$ cat src/rtl/dbg_log_arb.sv
// Packet-locked round-robin merge of N_IN log streams onto one tagged stream; 1-cycle arbitration bubble per packet.
// Registered output, 1 flit/cycle within a packet; in_TREADY of the granted input follows output-register free space.
`timescale 1ns/1ps
module dbg_log_arb #(
    parameter int LOG_WIDTH = 72,
    parameter int N_IN      = 4,
    parameter int SEL_WIDTH = 2
) (
    input  logic                      clk,
    input  logic                      rst,
    input  logic [N_IN*LOG_WIDTH-1:0] in_TDATA,
    input  logic [N_IN-1:0]           in_TVALID,
    output logic [N_IN-1:0]           in_TREADY,
    input  logic [N_IN-1:0]           in_TLAST,
    output logic [LOG_WIDTH-1:0]      out_TDATA,
    output logic                      out_TVALID,
    input  logic                      out_TREADY,
    output logic                      out_TLAST,
    output logic [SEL_WIDTH-1:0]      out_TID
);

    typedef enum logic {IDLE, LOCKED} state_t;

    state_t               state, state_nxt;
    logic [SEL_WIDTH-1:0] sel, sel_nxt, ptr, ptr_nxt;
    logic                 can_load, accept;
    logic                 g_vld, g_last;
    logic [LOG_WIDTH-1:0] g_data;
    logic                 any_req, hi_req;
    logic [SEL_WIDTH-1:0] first_any, first_hi, pick;

    assign can_load = !out_TVALID || out_TREADY;

    // Granted-input mux
    always_comb begin
        g_vld  = 1'b0;
        g_last = 1'b0;
        g_data = '0;
        for (int i = 0; i < N_IN; i++) begin
            if (sel == SEL_WIDTH'(i)) begin
                g_vld  = in_TVALID[i];
                g_last = in_TLAST[i];
                g_data = in_TDATA[i*LOG_WIDTH +: LOG_WIDTH];
            end
        end
    end

    // Round-robin scan: lowest requester at or above ptr, else lowest requester overall.
    always_comb begin
        any_req   = 1'b0;
        hi_req    = 1'b0;
        first_any = '0;
        first_hi  = '0;
        for (int i = N_IN - 1; i >= 0; i--) begin
            if (in_TVALID[i]) begin
                any_req   = 1'b1;
                first_any = SEL_WIDTH'(i);
                if (SEL_WIDTH'(i) >= ptr) begin
                    hi_req   = 1'b1;
                    first_hi = SEL_WIDTH'(i);
                end
            end
        end
        pick = hi_req ? first_hi : first_any;
    end

    always_comb begin
        state_nxt = state;
        sel_nxt   = sel;
        ptr_nxt   = ptr;
        in_TREADY = '0;
        accept    = 1'b0;
        case (state)
            IDLE: begin
                if (any_req) begin
                    sel_nxt   = pick;
                    state_nxt = LOCKED;
                end
            end
            LOCKED: begin
                for (int i = 0; i < N_IN; i++) begin
                    if (sel == SEL_WIDTH'(i)) in_TREADY[i] = can_load;
                end
                accept = g_vld && can_load;
                if (accept && g_last) begin
                    state_nxt = IDLE;
                    ptr_nxt   = (int'(sel) == N_IN - 1) ? '0 : sel + SEL_WIDTH'(1);
                end
            end
            default: state_nxt = IDLE;
        endcase
    end

    always_ff @(posedge clk or negedge rst) begin
        if (!rst) begin
            state      <= IDLE;
            sel        <= '0;
            ptr        <= '0;
            out_TDATA  <= '0;
            out_TVALID <= 1'b0;
            out_TLAST  <= 1'b0;
            out_TID    <= '0;
        end else begin
            state <= state_nxt;
            sel   <= sel_nxt;
            ptr   <= ptr_nxt;
            if (accept) begin
                out_TDATA  <= g_data;
                out_TLAST  <= g_last;
                out_TID    <= sel;
                out_TVALID <= 1'b1;
            end else if (out_TREADY) begin
                out_TVALID <= 1'b0;
            end
        end
    end

endmodule

$ cat config.mk
export PLATFORM = sky130hd
export DESIGN_NAME = dbg_log_arb
export DESIGN_NICKNAME = d
export VERILOG_FILES = /design/src/rtl/dbg_log_arb.sv
export SDC_FILE = /design/constraint.sdc
export NUM_CORES = 1
export LEC_CHECK = 0
export CAP_MARGIN = 10
export CORE_AREA = 2 2 145 147
export CTS_BUF_LIST = sky130_fd_sc_hd__clkbuf_8
export DETAILED_ROUTE_END_ITERATION = 8
export DIE_AREA = 0 0 147 149
export HOLD_SLACK_MARGIN = 0.08
export PLACE_DENSITY = 0.72
export SLEW_MARGIN = 20
export SYNTH_ARGS = -nofsm -noshare
export SYNTH_HDL_FRONTEND = slang
export SYNTH_SLANG_ARGS = --single-unit
export TNS_END_PERCENT = 5
$ cat constraint.sdc
create_clock -name clk -period 2.36 [get_ports clk]
set_input_delay 0.354 -clock clk [delete_from_list [all_inputs] [get_ports clk]]
set_output_delay 0.354 -clock clk [all_outputs]
set_load 0.01 [all_outputs]
**Word level (Yosys, flattened, before mapping)**

Index checks and enable logic that the tools add are counted.

- $add $sub $neg: 1
- Multiply operators: 0
- Divide/modulo/power cells: 0
- Magnitude comparators: 4
- Equal/unequal tests: 4
- Shifts and indexed selects: 0
- Multiplexer cells: 49
- Bitwise gates (word level): 1
- Reduce and logical (&&, ||, !) cells: 8

Operator list:

| cell | number |
|---|---|
| 2-to-1 mux 72 bit | 4 |
| 2-to-1 mux 1 bit | 29 |
| 2-to-1 mux 2 bit | 14 |
| == test 2 x 1 -> 1 bit (second input constant) | 2 |
| == test 2 bit (second input constant) | 2 |
| >= comparator 1 x 2 -> 1 bit (first input constant) | 2 |
| >= comparator 2 bit (first input constant) | 2 |
| 2-to-1 mux 4 bit | 1 |
| AND reduction 2 bit | 2 |
| adder 2 x 1 -> 2 bit (second input constant) | 1 |
| logical AND 1 bit | 2 |
| logical NOT 2 bit | 1 |
| case mux 1 bit (2 select lines) | 1 |
| nonzero test 2 bit | 1 |
| logical NOT 1 bit | 1 |
| logical OR 1 bit | 1 |
| inverter 1 bit | 1 |

- Register bits after elaboration: 81
- Latch bits: 0
- Bits in writable memories: 0
- ROM bits: 0
- Input bits: 299
- Output and inout bits: 80
- Memories kept: 0

**Depth between registers and ports, before layout**

- Word-level depth: 10
- Gate-level depth with buffers: 9
- Depth with buffers taken out: 6

**Least setup slack after synthesis**

Ideal clock, no wire load.

- Path type: register to register
- Start point: register sel[1]
- End point: register out_TDATA[11]
- Data arrival time: 1862 ps
- Required time: 2232 ps
- Slack: 371 ps
- Cell stages (with the launch flop): 9
- Path buffers: 2
- Period minus slack after synthesis: 1989 ps
- Cell sequence: dfrtp_1 > inv_1 > ha_1 > nand3b_1 > a221oi_2 > o21a_1 > buf_6 > buf_6 > mux2_1

- Cells in the longest elaborated chain, start to end: 7
- Elaborated cells on any way between the ends: 14
- Classes of those cells: eq/ne: 3; mux: 9; reduce/logical: 2

Ends and longest elaborated chain:

| item | line | source |
|---|---|---|
| start, declared | 25 | `logic [SEL_WIDTH-1:0] sel, sel_nxt, ptr, ptr_nxt;` |
| start signal, assigned | 105 | `sel <= sel_nxt;` |
| logical NOT 2 bit | 40 | `if (sel == SEL_WIDTH'(i)) begin` |
| 2-to-1 mux 1 bit (4 in a row) | 40 |  |
| logical AND 1 bit | 84 | `accept = g_vld && can_load;` |
| 2-to-1 mux 1 bit | 73 | `case (state)` |
| end signal, assigned | 108 | `out_TDATA <= g_data;` |
| end, declared | 15 | `output logic [LOG_WIDTH-1:0] out_TDATA,` |

Parallel ways exist; a longest one is shown, timed or not.
A chain may end at the register's enable or synchronous reset.

**Worst setup path in the final report**

- Start point: register sel[0]
- End point: register out_TDATA[49]

Same word-level chain as after synthesis.

==> flow_summary_export.csv <==
group,metric,value,unit
floorplanning,start_util,28.7,%
finish,syn2layout_area_growth,72.8,%
yosys,async_reset_ff_share,100,%
timing,grt_setup_unrepaired,"true",
yosys,synth_xor_area_share,0,%
setup_path,cp_slowest_cell,"dfrtp_2",
floorplanning,rows,53,
placement,port_buffers,378,
clocking,clk_latency,0.36,ns
yosys,synthFlopType,"dfrtp_1",
route,drtPass1Iterations,5,
yosys,synth-simple-area-share,6.27,%
power,p_int,7.22,mW
route,wl_per_cell,16.2,um
yosys,synth_cell_type_count,28,
setup_path,crit_path_end,"out_TDATA[49]",
finish,multiInputGateArea,3280,um^2
timing,finalSetupViolCount,0,
setup_path,reg2reg_from,"sel[0]",
setup_path,critical_path.cell_chain,"ha_4 -> buf_4 -> nand3b_1 -> a221oi_4 -> o21a_4 -> buf_16 -> mux2_2",
route,postRouteWirelength,21400,um
finish,num_antenna_cells,0,
floorplanning,ios,379,
route,drcViolationCount,0,
timing,clock_skew,0.0138,ns
outcome,status,"completed",
power,p_leak,4.41,nW
yosys,synth_edf_count,0,
power,clkPwrFrac,7.3,%
timing,timing.final.crit_period,2.31,ns
setup_path,reg2reg_slack,0.05,ns
setup_path,criticalPathCategory,"reg2reg",
clocking,numClockSinks,81,
timing,final-hold-violation-count,0,
timing,max_freq,433,MHz
run,cap_viol_max_count,0,
power,p_sw,4.94,mW
route,routed_via_density,4.86,
floorplanning,die_width,147,um
global_routing,grt_max_degree,73,
setup_path,crit_buf_inv,2,
floorplanning,die_h,149,um
setup_path,critPathRequiredTime,2.59,ns
setup_path,crit_path_start_kind,"flip-flop",
yosys,syn-instance-count,698,
setup_path,worstRegToRegCells,7,
clocking,cts_root_buf,"clkbuf_8",
route,first_iter_violations,207,
clocking,cts_buffers,9,
yosys,synthMuxAreaShare,16.4,%
yosys,synthTopCellsByArea,"dfrtp_1 34%, a21oi_1 13%, a22o_1 11%",
finish,nets,1347,
clocking,clk_transition_reported_paths,0.09,ns
timing,maxSlewViolCount,0,
global_routing,grt_pass1_vias,6348,
timing,worst_pin_slew,0.499,ns
clocking,htree_levels,3,
yosys,synth_area,5910,um^2
global_routing,grt_pass1_wl,32900,um
placement,dp_cells,1304,
yosys,netlist.area_leader.share,34.3,%
setup_path,crit_cells,7,
global_routing,gr-total-overflow,0,
setup_path,end_kind,"flip-flop",
power,power,12.2,mW
finish,fillers,1916,
placement,gp_congestion,0.883,
yosys,synth_compound_area_share,31.0,%
yosys,synth_top_family_by_area,"compound AO/OA/AOI/OAI gates",
floorplanning,die_area,21900,um^2
setup_path,r2r_end,"out_TDATA[49]",
floorplanning,coreArea,20600,um^2
route,ant_nets,0,
yosys,yosysTopAreaCell,"dfrtp_1",
clocking,clk_path_buf_depth,2,
power,power_density,1190,nW/um^2
finish,drive_gt1_share,8.67,%
setup_path,path_delay_family,"compound AO/OA/AOI/OAI gates",
power,ir_worst_vdd,0.585,mV
clocking,cts_tree,"built",
placement,place_hpwl,16000,um
setup_path,slowest_delay,0.45,ns
yosys,syn-num-nets,1001,
power,power_frac_comb,72.3,%
yosys,synth.avg_cell_area,8.46,um^2
yosys,ys_seq_area_share,34.3,%
global_routing,track_usage,18.9,%
power,p_seq_share,20.4,%
timing,period_share,97.9,%
min_path,hp-class,"in2async",
setup_path,setup.worst_path.start,"sel[0]",
timing,maxSlewHeadroom,66.7,%
yosys,ys_ff_latch,81,
finish,instances_no_fill,1324,
yosys,ys_warn_count,0,
power,switching_share,40.6,%
setup_path,worstPathArrival,2.54,ns
global_routing,grt_antenna_before_repair,0,
yosys,synthAdderAreaFrac,0.847,%
route,route.vias.total,6436,
setup_path,path_max_fanout,38,
finish,regArea,2030,um^2
## power groups by stage
stage | logic [mW] | clock network (mW) | registers, mW
detailed placement | 8.63 | 0 | 2.50
finish | 8.79 | 0.892 | 2.48
CTS | 8.82 | 0.940 | 2.49
floorplan | 5.26 | 0 | 2.76
global route | 9.56 | 1.02 | 2.57
global placement | 8.50 | 0 | 2.49
## cells in the mapped netlist (3+ instances only)
master / instances
mux2_1: 29
ha_1: 4
clkbuf_1: 29
buf_6: 9
nand3b_1: 3
a22o_1: 72
mux2_2: 22
dfrtp_1: 81
and2_1: 4
mux2_4: 25
inv_1: 78
buf_2: 12
a21oi_1: 148
and3_1: 4
nand2_1: 74
o21ai_0: 76
buf_1: 9
buf_8: 3
## cell families after synthesis
kind of cell / Yosys count
compound gates: 304
fa+ha+maj: 4
buf+inv: 142
flops: 81
mux: 78
simple gates: 89
## layout make-up
cell class	instances	share of cell area, %
clock buffers	9	1.21
clock inverters	7	0.404
inverters	78	2.87
multi-input cells	475	32.2
flip-flops and latches	81	19.9
well taps	275	3.37
repair buffers	399	40.1
## layout by cell type, fill, tap and decap left out, drive strengths merged, types with 3 or more instances in the layout
cell | Yosys | layout
a21oi | 148 | 148
nand2 | 74 | 74
clkbuf | 29 | 9
mux2 | 76 | 76
and2 | 4 | 4
dfrtp | 81 | 81
ha | 4 | 4
clkdlybuf4s50 | 0 | 375
and3 | 4 | 4
a22o | 72 | 72
o21ai | 76 | 76
nand3b | 3 | 3
clkinvlp | 0 | 4
buf | 35 | 20
inv | 78 | 81
## flip-flops by register name, indices dropped and copies added (netlist names)
signal and count:
sel 2, out_TVALID 1, ptr 2, out_TID 2
out_TLAST 1, out_TDATA 72, state 1
## how the worst min path moves through the flow
| stage | start | cells past startpoint | slack, ns | end |
|---|---|---|---|---|
| 2_1_floorplan | rst | 0 | 0.06 | out_TDATA[0] |
| 3_3_place_gp | rst | 1 | 0.35 | out_TDATA[55] |
| 3_5_place_dp | rst | 1 | 0.35 | out_TDATA[55] |
| 4_1_cts | rst | 2 | 0.49 | out_TDATA[55] |
| 5_1_grt | out_TDATA[16] | 1 | 0.51 | out_TDATA[16] |
| 6_report | rst | 2 | 0.48 | out_TDATA[55] |
## what timing repair did
| item | 4_1_cts | 5_1_grt |
|---|---|---|
| setup buffers | 2 | 0 |
| hold buffers | 1 | 0 |
| gates cloned | 1 | 0 |
| resized for setup | 5 | 3 |
| pin swaps | 1 | 0 |
| hold endpoints to repair | 36 | 0 |
| setup endpoints to repair | 3 | 15 |
## metal layers
layer	track usage, %	part of all wire [%]	up-vias	wire length, um
li1	-	-	3145	-
met1	21.1	38	2962	8240
met2	33.4	49	290	10600
met3	6.70	9.4	39	2010
met4	6.63	2.7	0	587
met5	0	0	-	0
## metrics by stage
stage / setup TNS, ns / utilization (%) / hold WS, ns / area (um^2) / setup slack [ns]
final: 0 / 49.7 / 0.483 / 10200 / 0.0495
after floorplan: 0 / - / 0.0584 / 5910 / 0.371
after global placement: 0 / 48.4 / 0.345 / 9960 / 0.0952
after CTS: 0 / 49.6 / 0.486 / 10200 / 0.0421
after global routing: -0.882 / 49.7 / 0.507 / 10200 / -0.0551
after detailed placement: 0 / 48.4 / 0.352 / 9960 / 0.0773
No activity file was read; power rests on OpenSTA's default activity.
